### src/rtl/seg_pkg.sv
// Shared types for the measurement/display path: unsigned aliases, BCD digit,
// converter FSM states and the hex-to-7-segment table.
package seg_pkg;

   typedef logic [5:0]  u6;
   typedef logic [27:0] u28;
   typedef logic [31:0] u32;
   typedef logic [3:0]  bcd_t;

   typedef enum logic [1:0] {
      IDLE  = 2'd0,
      SHIFT = 2'd1,
      DONE  = 2'd2
   } bcd_state_e;

   // Segment order {g,f,e,d,c,b,a}, active high; entry 15 first.
   localparam logic [15:0][6:0] SEG7_TAB = {
      7'h71, 7'h79, 7'h5e, 7'h39, 7'h7c, 7'h77, 7'h6f, 7'h7f,
      7'h07, 7'h7d, 7'h6d, 7'h66, 7'h4f, 7'h5b, 7'h06, 7'h3f
   };

   function automatic logic [6:0] seg7(input bcd_t d);
      return SEG7_TAB[d];
   endfunction

endpackage

### src/rtl/bcd_arb_if.sv
// Request/result bundle between the measurement channels and the shared
// binary-to-BCD converter.
interface bcd_arb_if #(
   parameter int NCH = 4,
   parameter int W   = 28,
   parameter int ND  = 8
);
   localparam int GW = (NCH > 1) ? $clog2(NCH) : 1;

   logic [NCH-1:0]                req;
   logic [NCH-1:0][W-1:0]         val;
   logic [NCH-1:0]                ack;
   logic [NCH-1:0][ND-1:0][3:0]   bcd_q;
   logic [NCH-1:0]                ovf_q;
   logic                          busy;
   logic [GW-1:0]                 gnt;

   modport master (output req, val, input ack, bcd_q, ovf_q, busy, gnt);
   modport slave  (input req, val, output ack, bcd_q, ovf_q, busy, gnt);
endinterface

### src/rtl/bcd_dd_step.sv
// One double-dabble step over ND+1 BCD digits: add 3 to every digit >= 5,
// then shift the whole accumulator left by one, taking sin as the new LSB.
module bcd_dd_step
   import seg_pkg::*;
#(
   parameter int ND = 8
) (
   input  logic [(ND+1)*4-1:0] acc_in,
   input  logic                sin,
   output logic [(ND+1)*4-1:0] acc_out,
   output logic                cout
);

   logic [ND+1:0] carry;

   assign carry[0] = sin;
   assign cout     = carry[ND+1];

   genvar gi;
   generate
      for (gi = 0; gi < ND + 1; gi++) begin : g_dig
         bcd_t d;
         bcd_t a;
         assign d = acc_in[gi*4 +: 4];
         assign a = (d >= 4'd5) ? d + 4'd3 : d;
         assign acc_out[gi*4 +: 4] = {a[2:0], carry[gi]};
         assign carry[gi+1] = a[3];
      end
   endgenerate

endmodule

### src/rtl/bcd_arb.sv
// Round-robin arbiter in front of a serial double-dabble converter; results land
// in per-channel BCD registers. Define BCD_SAT_EN to saturate overflowing results to all 9s.
module bcd_arb
   import seg_pkg::*;
#(
   parameter int NCH = 4,
   parameter int W   = 28,
   parameter int ND  = 8
) (
   input  logic      clk,
   input  logic      rst,
   bcd_arb_if.slave  bus
);

   localparam int GW = (NCH > 1) ? $clog2(NCH) : 1;
   localparam int CW = $clog2(W + 1);
   localparam int AW = (ND + 1) * 4;

   localparam logic [1:0] S_IDLE  = IDLE;
   localparam logic [1:0] S_SHIFT = SHIFT;
   localparam logic [1:0] S_DONE  = DONE;

   logic [1:0]                   state_reg;
   logic [GW-1:0]                ptr_reg;
   logic [GW-1:0]                gnt_reg;
   logic [CW-1:0]                cnt_reg;
   logic [W-1:0]                 shift_reg;
   logic [AW-1:0]                acc_reg;
   logic [AW-1:0]                acc_next;
   logic                         spill_reg;
   logic                         spill_next;
   logic [NCH-1:0]               ack_reg;
   logic [NCH-1:0][ND-1:0][3:0]  bcd_reg;
   logic [NCH-1:0]               ovf_reg;

   logic [GW-1:0]                pick;
   logic                         pick_ok;
   logic                         ovf_now;
   logic [ND*4-1:0]              bcd_res;

   // Scan downwards so the requester closest to ptr (cyclically) wins last.
   always_comb begin : rr
      int            j;
      logic [GW-1:0] idx;
      j       = 0;
      idx     = '0;
      pick    = '0;
      pick_ok = 1'b0;
      for (int i = NCH - 1; i >= 0; i--) begin
         j = int'(ptr_reg) + i;
         if (j >= NCH) j = j - NCH;
         idx = GW'(j);
         if (bus.req[idx]) begin
            pick    = idx;
            pick_ok = 1'b1;
         end
      end
   end

   bcd_dd_step #(.ND(ND)) u_step (
      .acc_in  (acc_reg),
      .sin     (shift_reg[W-1]),
      .acc_out (acc_next),
      .cout    (spill_next)
   );

   // A carry out of the top digit can only occur if W breaks its range limit;
   // it is folded into the overflow flag rather than silently dropped.
   assign ovf_now = (acc_reg[AW-1 -: 4] != 4'd0) | spill_reg;

`ifdef BCD_SAT_EN
   assign bcd_res = ovf_now ? {ND{4'h9}} : acc_reg[ND*4-1:0];
`else
   assign bcd_res = acc_reg[ND*4-1:0];
`endif

   always_ff @(posedge clk or posedge rst) begin
      if (rst) begin
         state_reg <= S_IDLE;
         ptr_reg   <= '0;
         gnt_reg   <= '0;
         cnt_reg   <= '0;
         shift_reg <= '0;
         acc_reg   <= '0;
         spill_reg <= 1'b0;
         ack_reg   <= '0;
         bcd_reg   <= '0;
         ovf_reg   <= '0;
      end else begin
         ack_reg <= '0;
         case (state_reg)
            S_IDLE: begin
               if (pick_ok) begin
                  shift_reg <= bus.val[pick];
                  acc_reg   <= '0;
                  spill_reg <= 1'b0;
                  cnt_reg   <= CW'(W);
                  gnt_reg   <= pick;
                  state_reg <= S_SHIFT;
               end
            end
            S_SHIFT: begin
               acc_reg   <= acc_next;
               spill_reg <= spill_reg | spill_next;
               shift_reg <= shift_reg << 1;
               cnt_reg   <= cnt_reg - 1'b1;
               if (cnt_reg == CW'(1)) state_reg <= S_DONE;
            end
            S_DONE: begin
               bcd_reg[gnt_reg] <= bcd_res;
               ovf_reg[gnt_reg] <= ovf_now;
               ack_reg[gnt_reg] <= 1'b1;
               ptr_reg   <= (gnt_reg == GW'(NCH - 1)) ? '0 : gnt_reg + 1'b1;
               state_reg <= S_IDLE;
            end
            default: state_reg <= S_IDLE;
         endcase
      end
   end

   assign bus.ack   = ack_reg;
   assign bus.bcd_q = bcd_reg;
   assign bus.ovf_q = ovf_reg;
   assign bus.busy  = (state_reg != S_IDLE);
   assign bus.gnt   = gnt_reg;

endmodule
### src/flat_wrapper.sv
// flat-port wrapper written by rule: the top's interface ports become plain ports
module bcd_arb_flat import seg_pkg::*;
#(
   parameter int NCH = 4,
   parameter int W   = 28,
   parameter int ND  = 8
)
  (clk, rst, bus_req, bus_val, bus_ack, bus_bcd_q, bus_ovf_q, bus_busy, bus_gnt);
  bcd_arb_if #(.NCH(NCH), .W(W), .ND(ND)) bus_i ();
  input  logic clk;
  input  logic rst;
  input wire logic [$bits(bus_i.req)-1:0] bus_req;
  input wire logic [$bits(bus_i.val)-1:0] bus_val;
  output wire logic [$bits(bus_i.ack)-1:0] bus_ack;
  output wire logic [$bits(bus_i.bcd_q)-1:0] bus_bcd_q;
  output wire logic [$bits(bus_i.ovf_q)-1:0] bus_ovf_q;
  output wire logic [$bits(bus_i.busy)-1:0] bus_busy;
  output wire logic [$bits(bus_i.gnt)-1:0] bus_gnt;
  assign bus_i.req = bus_req;
  assign bus_i.val = bus_val;
  assign bus_ack = bus_i.ack;
  assign bus_bcd_q = bus_i.bcd_q;
  assign bus_ovf_q = bus_i.ovf_q;
  assign bus_busy = bus_i.busy;
  assign bus_gnt = bus_i.gnt;
  bcd_arb #(.NCH(NCH), .W(W), .ND(ND)) u_core (.clk(clk), .rst(rst), .bus(bus_i));
endmodule
### config.mk
export PLATFORM = sky130hd
export DESIGN_NAME = bcd_arb_flat
export DESIGN_NICKNAME = d
export VERILOG_FILES = /design/src/rtl/seg_pkg.sv /design/src/rtl/bcd_arb_if.sv /design/src/rtl/bcd_dd_step.sv /design/src/rtl/bcd_arb.sv /design/src/flat_wrapper.sv
export SDC_FILE = /design/constraint.sdc
export NUM_CORES = 1
export LEC_CHECK = 0
export BUFFER_PORTS_ARGS = -buffer_cell sky130_fd_sc_hd__buf_4
export CORE_ASPECT_RATIO = 1.75
export CORE_MARGIN = 2
export CORE_UTILIZATION = 53
export DETAILED_ROUTE_END_ITERATION = 6
export GPL_TIMING_DRIVEN = 0
export PLACE_DENSITY = 0.8
export SETUP_SLACK_MARGIN = 0.02
export SLEW_MARGIN = 20
export SYNTH_ARGS = -nofsm -noshare
export SYNTH_HDL_FRONTEND = slang
export SYNTH_SLANG_ARGS = --single-unit
### constraint.sdc
create_clock -name clk -period 10 [get_ports clk]
set_clock_uncertainty 0.2 [all_clocks]
set_input_delay 1.5 -clock clk [delete_from_list [all_inputs] [get_ports clk]]
set_output_delay 1.5 -clock clk [all_outputs]
set_load 0.1 [all_outputs]
; After elaboration in Yosys (flattened, before gate mapping)
; Cells that the tools add are included.
[word_totals]
reg_bits = 212
inputBits = 118
out_inout_bits = 139
wordCells = 145
[classes]
n_addsub = 18
n_lt_le_gt_ge = 20
n_eq_ne = 6
n_mux = 50
bitwise = 2
reduce_logical = 8
[op_table]
columns = op, n
row1 = bitwise mux 128 bit, 1
row2 = case mux 36 bit (2 select lines), 1
row3 = demux 32 bit (select 2 bit), 1
row4 = binary-select mux 28 bit (select 2 bit), 1
row5 = 2-to-1 mux 28 bit, 2
row6 = case mux 28 bit (2 select lines), 1
row7 = 2-to-1 mux 4 bit, 10
row8 = adder 4 x 2 -> 4 bit (second input constant), 9
row9 = >= comparator 4 x 3 -> 1 bit (second input constant), 9
row10 = 2-to-1 mux 36 bit, 1
row11 = 2-to-1 mux 32 bit, 1
row12 = 2-to-1 mux 2 bit, 11
row13 = less-than comparator 2 x 3 -> 1 bit (second input constant), 6
row14 = 2-to-1 mux 1 bit, 10
row15 = case mux 5 bit (2 select lines), 1
row16 = >= comparator 3 bit (second input constant), 3
row17 = binary-select mux 1 bit (select 2 bit), 4
row18 = subtractor 2 x 1 -> 2 bit (second input constant), 4
row19 = adder 2 x 2 -> 3 bit (second input constant), 2
row20 = AND reduction 2 bit, 3
row21 = equality test 5 x 1 -> 1 bit (second input constant), 1
row22 = 2-to-1 mux 5 bit, 1
row23 = subtractor 5 x 1 -> 5 bit (second input constant), 1
row24 = bitwise mux 4 bit, 1
row25 = other kinds (15), 19

; Longest topological paths before layout
; Gate-level depths: netlist of run 1.
[depth]
ltp_word = 13
depth_mapped = 8
depth_no_buf = 7

; Modules after synthesis
; From an unflattened synthesis of run 1, not the netlist that was laid out.
[hier_totals]
hier_cells = 918
area_unflattened_um2 = 10206.0
[modules_own_cells]
columns = mod, n_inst, cells_each, area_per_inst_um2, seq_area_each_um2
row1 = bcd_arb, 1, 773, 9286.4, 5305.1
row2 = bcd_dd_step, 1, 145, 919.6, 0.0

; Least setup slack after synthesis of run 1
; OpenSTA, ideal clock, no wires.
[synth_timing]
path_kind = in2reg
start = input port bus_req[1]
end = register u_core.shift_reg[11]
setup_time_ps = 133
t_arrival_ps = 2700
t_required_ps = 9667
path_slack_ps = 6967
path_stages = 6
path_buffers = 2
cell_sequence = or4_4 -> and2_1 -> buf_6 -> o21ai_4 -> buf_2 -> o211ai_1
[synth_via]
elab_chain_len = 10
elab_cells_between_ends = 22
cone_classes = eq/ne (1) / mux (20) / reduce/logical (1)
[synth_lines]
columns = item, line
row1 = start: declaration, flat_wrapper.sv:12  ; input wire logic [$bits(bus_i.req)-1:0] bus_req;
row2 = binary-select mux 1 bit (select 2 bit), bcd_arb.sv:53  ; if (bus.req[idx]) begin
row3 = 2-to-1 mux 1 bit (not written as such), bcd_arb.sv:53
row4 = 2-to-1 mux 2 bit (4 in a row), bcd_arb.sv:53
row5 = binary-select mux 28 bit (select 2 bit), bcd_arb.sv:94  ; shift_reg <= bus.val[pick];
row6 = 2-to-1 mux 28 bit (not written as such), bcd_arb.sv:94
row7 = 2-to-1 mux 28 bit, bcd_arb.sv:93  ; if (pick_ok) begin
row8 = case mux 28 bit (2 select lines), bcd_arb.sv:91  ; case (state_reg)
row9 = end signal: assignment, bcd_arb.sv:94
row10 = end signal: assignment, bcd_arb.sv:105  ; shift_reg <= shift_reg << 1;
row11 = end: declaration, bcd_arb.sv:27  ; logic [W-1:0] shift_reg;
; Several ways; a longest one is shown, not always the timed one. The select of a mux whose other input is x is not followed.
; A chain may end at the register's enable or synchronous reset.

; Worst setup path in the final report of run 1
[layout_timing]
start = register u_core.state_reg[0]
end = output port bus_busy
[layout_via]
elab_chain_len = 1
[layout_lines]
columns = item, line
row1 = start: declaration, bcd_arb.sv:23  ; logic [1:0] state_reg;
row2 = start signal: assignment, bcd_arb.sv:79  ; state_reg <= S_IDLE;
row3 = start signal: assignment, bcd_arb.sv:99  ; state_reg <= S_SHIFT;
row4 = start signal: assignment, bcd_arb.sv:107  ; if (cnt_reg == CW'(1)) state_reg <= S_DONE;
row5 = nonzero test 2 bit, bcd_arb.sv:124  ; assign bus.busy = (state_reg != S_IDLE);
row6 = end: declaration, flat_wrapper.sv:17  ; output wire logic [$bits(bus_i.busy)-1:0] bus_busy;
; No other way between the ends.

==> flow_summary.ini, run 1 <==
[finish]
antenna_cells = 0
largest_register_ff_count = 128
synthToLayoutAreaGrowth_pct = 29.1
layoutNonFillerInstCount = 1396
final_nets = 1296
layout-drive-gt1-share = 0.329

[timing]
relSlewSlack = 0.507
finalSetupViolCount = 0
timing.final.max_slew_violations = 0
finalSetupTns_ns = 0
rsz0062_at_grt = no
max_freq_mhz = 322
worst_pin_slew_ns = 0.729
hold_viol_final = 0
period_share = 0.311
post-route-min-period_ns = 3.11

[clock_tree]
clkTransAtPathRegs_ns = 0.07
worstSkewPairLatency_ns = 0.47
cts_resized = 0
hold_buffers = 0
postCtsSetupBuffers = 0
htreeDepth = 1
numCtsBuffers = 19
clk_path_buf_depth = 3
cts_num_sinks = 212
root_buffer = clkbuf_16
cts_tree = built

[synth]
ys.flop_type = dfrtp_1
synth-simple-area-share = 0.0948
synth_top_family_by_area = compound AO/OA/AOI/OAI gates
postSynthNetCount = 1017
synth_area_sq_um = 9710
synth_compound_gate_area_share = 0.166
muxShareOfSynthArea = 0.106
ys_ff_latch = 212
yosysWarnings = 0
ys_async_sr_fraction = 1.00
postSynthCellCount = 874
synthXorXnorAreaFrac = 0.0135
syn_area_per_cell_sq_um = 11.1
ys_types = 52
synth_edf_count = 0
ys_seq_area_frac = 0.546
synthAdderAreaFrac = 0.0322

[drt]
drt-vias-per-instance = 5.72
wirelength_microns = 27400
wl_per_cell_microns = 19.6
drc = 0
final_antenna_net_count = 0
drt_pass1_iterations = 4
initialDrtViolationCount = 375
num_vias = 7989

[floorplan]
start_util = 0.540
rows = 65
pin_count = 257
dieArea_sq_um = 19500
die_y_microns = 183
core_sq_um = 18000
die_w_microns = 106

[job]
cap_violations = 0

[placement]
gp_congestion = 0.896
portBuffers = 256
dp_hpwl_microns = 20700
dp.cells = 1366

[global_route]
antenna_found_initial = 0
grt_max_degree = 92
grt_pass1_wl_microns = 43100
grt_use_total = 0.283
grt_pass1_vias = 8243
grt-ovfl-total = 0

[power_and_ir_drop]
p_per_area_nw_per_um2 = 227
power.leakage_uw = 0.00611
ir_worst_vdd_mv = 0.109

[setup_path]
worstPathRequired_ns = 8.30
start_kind = flip-flop
path_max_fanout = 4
worstSetupEndpointType = output pin
crit_type = reg2out
cp.arrival_ns = 1.41

[outcome]
status = finished, final reports clean

[hold_path]
hold_path_class = reg2reg
-- final cells by class --
cell class	count	area (sq um)
fillers	1365	5430
flip-flops and latches	212	5310
multi-input cells	573	4010
repair buffers	258	1980
clock buffers	28	539
plain buffers	60	293
well taps	234	293
inverters	29	116
clock inverters	2	12.5
-- layer usage --
layer / global-route usage / share of wire / vias up
li1: - / - / 3683
met1: 0.302 / 0.34 / 3925
met2: 0.539 / 0.55 / 316
met3: 0.0377 / 0.051 / 65
met4: 0.136 / 0.053 / 0
met5: 0 / 0 / -
-- cell usage in the layout, fill, tap and decap left out, types with 3 or more instances in the layout --
cell type,count
a211o_1,6
a21o_1,4
a21oi_1,31
a22o_1,21
a31oi_1,19
a32o_1,9
and2_1,3
and3_1,8
buf_1,6
buf_2,12
buf_4,259
buf_6,4
clkbuf_1,40
clkbuf_16,19
clkbuf_8,3
dfrtp_1,212
ha_1,25
inv_1,28
mux2_2,66
mux2i_1,29
nand2_1,93
nand2b_1,13
nand3_1,32
nand4_1,3
nor2_1,10
nor2b_1,3
nor3b_1,6
o211ai_1,29
o21ai_0,100
o21ai_1,3
o22ai_1,9
o31ai_1,13
xnor2_1,11
xor2_1,4
-- path summary, 6_finish.rpt --
kind                                            startpoint                          endpoint  slack, ns  cells after the start
max                        u_core.state_reg[0]$_DFFE_PP0P_                          bus_busy       6.89                      3
min                        u_core.bus.bcd_q[5]$_DFFE_PP0P_   u_core.bus.bcd_q[5]$_DFFE_PP0P_       0.28                      2
max reg2reg                  u_core.bus.gnt[1]$_DFFE_PP0P_  u_core.bus.bcd_q[42]$_DFFE_PP0P_       7.62                      5
min reg2reg                u_core.bus.bcd_q[5]$_DFFE_PP0P_   u_core.bus.bcd_q[5]$_DFFE_PP0P_       0.28                      2
max in group asynchronous                              rst     u_core.acc_reg[6]$_DFFE_PP0P_       7.98                      3
min in group asynchronous                              rst  u_core.bus.bcd_q[25]$_DFFE_PP0P_       0.84                      2
-- synth_stat cells (21+ instances only) --
cell      number  area, sq um
a21oi_1       31          155
a22o_1        21          184
clkbuf_1      34          128
dfrtp_1      212         5310
ha_1          25          313
inv_1         29          109
mux2_2        66          743
mux2i_1       29          290
nand2_1       93          349
nand3_1       32          160
o211ai_1      29          218
o21ai_0      100          500
-- power by group --
part / switching (uW) / internal (uW) / total [uW]
sequential: 122 / 1010 / 1130
clock: 303 / 372 / 675
combinational: 633 / 407 / 1040
total: 1060 / 1790 / 2840
-- stage by stage --
| stage | hold WS, ns | area [sq um] | util | setup WS [ns] | total power, uW |
|---|---|---|---|---|---|
| after floorplan | 0.249 | 9710 | - | 2.51 | 1870 |
| after global placement | 0.263 | 11900 | 0.664 | 0.375 | 2140 |
| after detailed placement | 0.272 | 12000 | 0.667 | 6.53 | 2170 |
| after CTS | 0.286 | 12500 | 0.698 | 6.88 | 2850 |
| after global routing | 0.301 | 12500 | 0.698 | 6.84 | 3010 |
| final | 0.279 | 12500 | 0.698 | 6.89 | 2840 |
-- worst max-delay path, stage by stage (launching register included) --
cell and delay [ns]:
dfrtp_1 0.42, nor2_2 0.22, inv_1 0.06, buf_4 0.23
-- cell families (layout without fill, tap and decap cells) --
| kind of cell | after synthesis | in the layout |
|---|---|---|
| multiplexers | 95 | 95 |
| flip-flops | 212 | 212 |
| XOR/XNOR | 15 | 15 |
| AO/OA/AOI/OAI | 252 | 252 |
| adder cells (fa/ha/maj) | 25 | 25 |
| buffers and inverters | 89 | 377 |
| AND/OR/NAND/NOR | 186 | 186 |
Power figures use the tool's default switching activity.
==> inputs of run 2 (changes only) <==
--- a/config.mk
+++ b/config.mk
@@ -5,13 +5,14 @@
 export SDC_FILE = /design/constraint.sdc
 export NUM_CORES = 1
 export LEC_CHECK = 0
+export ABC_AREA = 1
 export BUFFER_PORTS_ARGS = -buffer_cell sky130_fd_sc_hd__buf_4
 export CORE_ASPECT_RATIO = 1.75
 export CORE_MARGIN = 2
-export CORE_UTILIZATION = 53
+export CORE_UTILIZATION = 54
 export DETAILED_ROUTE_END_ITERATION = 6
 export GPL_TIMING_DRIVEN = 0
-export PLACE_DENSITY = 0.8
+export PLACE_DENSITY = 0.81
 export SETUP_SLACK_MARGIN = 0.02
 export SLEW_MARGIN = 20
 export SYNTH_ARGS = -nofsm -noshare
==> constraint.sdc (replaced) <==
create_clock -name clk -period 2.92 [get_ports clk]
set_clock_uncertainty 0.2 [all_clocks]
set_input_delay 0.438 -clock clk [delete_from_list [all_inputs] [get_ports clk]]
set_output_delay 0.438 -clock clk [all_outputs]
set_load 0.1 [all_outputs]
==> run 2 against run 1 <==
Net effect: setup slack lost 6.4 ns; final cell count rose by 24%; sequential share of layout area decreased by 1.8 points; design area grew 4.5%; register-to-register slack got worse by 7.2 ns; first-iteration DRC count up 37%; critical endpoint is now u_core.bus.bcd_q[75]$_DFFE_PP0P_; largest cell class unchanged.
==> flow_summary.ini, run 2 <==
[outcome]
status = finished, final reports clean

[drt]
wl_per_cell_microns = 16.7
num_vias = 9320
drt_pass1_iterations = 5
drt-vias-per-instance = 5.39
wirelength_microns = 28800
drc = 0
final_antenna_net_count = 0
initialDrtViolationCount = 513

[placement]
portBuffers = 256
gp_congestion = 0.831
dp_hpwl_microns = 21500
dp.cells = 1695
dpl_cell_area_sq_um = 12500

[clock_tree]
clk_path_buf_depth = 3
postCtsSetupBuffers = 0
root_buffer = clkbuf_16
cts_resized = 0
cts_num_sinks = 212
htreeDepth = 1
numCtsBuffers = 19
cts_tree = built
worstSkewPairLatency_ns = 0.49
clkTransAtPathRegs_ns = 0.07

[global_route]
grt_use_total = 0.288
grt_pass1_wl_microns = 45600
grt_max_degree = 35
antenna_found_initial = 0
grt-ovfl-total = 0
grt_pass1_vias = 9352

[setup_path]
path_max_fanout = 10
start_kind = flip-flop
reg2reg_from = u_core.bus.gnt[0]$_DFFE_PP0P_
crit_type = reg2reg
worstSetupEndpointType = flip-flop
worstPathRequired_ns = 3.09
cp.arrival_ns = 2.63
critPathLaunch = u_core.bus.gnt[0]$_DFFE_PP0P_

[finish]
multi_input_area_sq_um = 3720
layout-drive-gt1-share = 0.238
layout_common_cells = 267 x nand2_1, 260 x buf_4, 212 x dfrtp_1
antenna_cells = 0
final_nets = 1623
layoutNonFillerInstCount = 1729
register_area_sq_um = 5310
synthToLayoutAreaGrowth_pct = 29.4
final_common_cell = nand2_1
largest_register_ff_count = 128
postLayoutCellArea_sq_um = 13100
fill_cells = 1472

[hold_path]
hold_path_startpoint = bus_val[12]
hold_path_class = in2reg

[timing]
relSlewSlack = 0.512
rsz0062_at_grt = no
hold_ws_ns = 0.00677
max_freq_mhz = 407
timing.final.max_slew_violations = 0
finalSetupViolCount = 0
period_share = 0.842
post-route-min-period_ns = 2.46
hold_viol_final = 0
worst_pin_slew_ns = 0.732

[synth]
postSynthNetCount = 1338
synth.top_cells.by_area = dfrtp_1 52%, nand2_1 9.9%, o21ai_0 9.2%
synth_top_cell_by_area = dfrtp_1
ys_top_cells_by_count = 267 x nand2_1, 212 x dfrtp_1, 201 x inv_1
yosysTopAreaCellShare = 0.524
synth.most_common_cell = nand2_1
yosysWarnings = 0
postSynthCellCount = 1195
ys_types = 34
syn_area_per_cell_sq_um = 8.48
ys.flop_type = dfrtp_1
ys_seq_area_frac = 0.524
synth_edf_count = 0
synth_area_sq_um = 10100
ys_ff_latch = 212
ys_async_sr_fraction = 1.00

[floorplan]
core_sq_um = 18500
dieArea_sq_um = 19900
die_w_microns = 108
pin_count = 257
die_y_microns = 185
rows = 66
start_util = 0.548

[power_and_ir_drop]
p_total_uw = 13100
p_per_area_nw_per_um2 = 998
ir_worst_vdd_mv = 0.742
power.leakage_uw = 0.00694

[job]
cap_violations = 0
## run 2: worst paths after layout
path,cells past startpoint,endpoint,slack (ns)
setup reg to reg,7,u_core.bus.bcd_q[75]$_DFFE_PP0P_,0.46
hold / removal,3,u_core.shift_reg[12]$_DFFE_PP0P_,0.007
min in group asynchronous,3,u_core.bus.bcd_q[60]$_DFFE_PP0P_,0.39
hold reg to reg,2,u_core.bus.bcd_q[3]$_DFFE_PP0P_,0.29
setup / recovery,7,u_core.bus.bcd_q[75]$_DFFE_PP0P_,0.46
max in group asynchronous,6,u_core.shift_reg[8]$_DFFE_PP0P_,1.07
## run 2: layout make-up
| type | instances | share of cell area |
|---|---|---|
| Timing Repair Buffer | 264 | 0.157 |
| Sequential cell | 212 | 0.405 |
| Clock inverter | 8 | 0.00706 |
| Tap cell | 238 | 0.0227 |
| Buffer | 60 | 0.0226 |
| Clock buffer | 24 | 0.0400 |
| Multi-Input combinational cell | 709 | 0.284 |
| Inverter | 214 | 0.0616 |
## run 2: layer usage
| metal | wire length, microns | vias up | GRT usage | part of all wire |
|---|---|---|---|---|
| met5 | 0 | - | 0 | 0 |
| met4 | 1020 | 0 | 0.118 | 0.035 |
| met3 | 1780 | 70 | 0.0440 | 0.062 |
| met2 | 15900 | 369 | 0.551 | 0.55 |
| met1 | 10100 | 4475 | 0.308 | 0.35 |
| li1 | - | 4406 | - | - |
## run 2: logic make-up (layout without fill, tap and decap cells)
logic type	Yosys count	count (layout)	share of synthesized area
AO/OA/AOI/OAI	293	293	0.169
adder cells (fa/ha/maj)	25	25	0.0309
flip-flops	212	212	0.524
AND/OR/NAND/NOR	378	378	0.157
XOR/XNOR	13	13	0.0112
buffers and inverters	274	570	0.109
## run 2: repair_timing
action                     4_1_cts  5_1_grt
hold endpoints to repair        24        1
hold buffers                     1        1
setup endpoints to repair        0        0
## run 2: per-stage QoR
stage / TNS (ns) / setup WS, ns / util
6_report: 0 / 0.461 / 0.709
5_1_grt: 0 / 0.332 / 0.709
4_1_cts: 0 / 0.553 / 0.708
3_5_place_dp: 0 / 0.569 / 0.674
3_3_place_gp: -336.77 / -1.60 / 0.668
2_1_floorplan: -100.53 / -0.474 / -
## run 2: power breakdown
part / switching (uW) / internal [uW] / total [uW]
registers: 375 / 3650 / 4020
logic: 4570 / 1960 / 6530
clock network: 1080 / 1450 / 2530
total: 6020 / 7060 / 13100
## run 2: worst max-delay path: stages (launching register included)
cell and delay [ns]:
dfrtp_1 0.40, inv_1 0.11, ha_1 0.20, nand2_1 0.13, clkbuf_1 0.45, clkbuf_1 0.53
nand2_1 0.15, o21ai_0 0.17
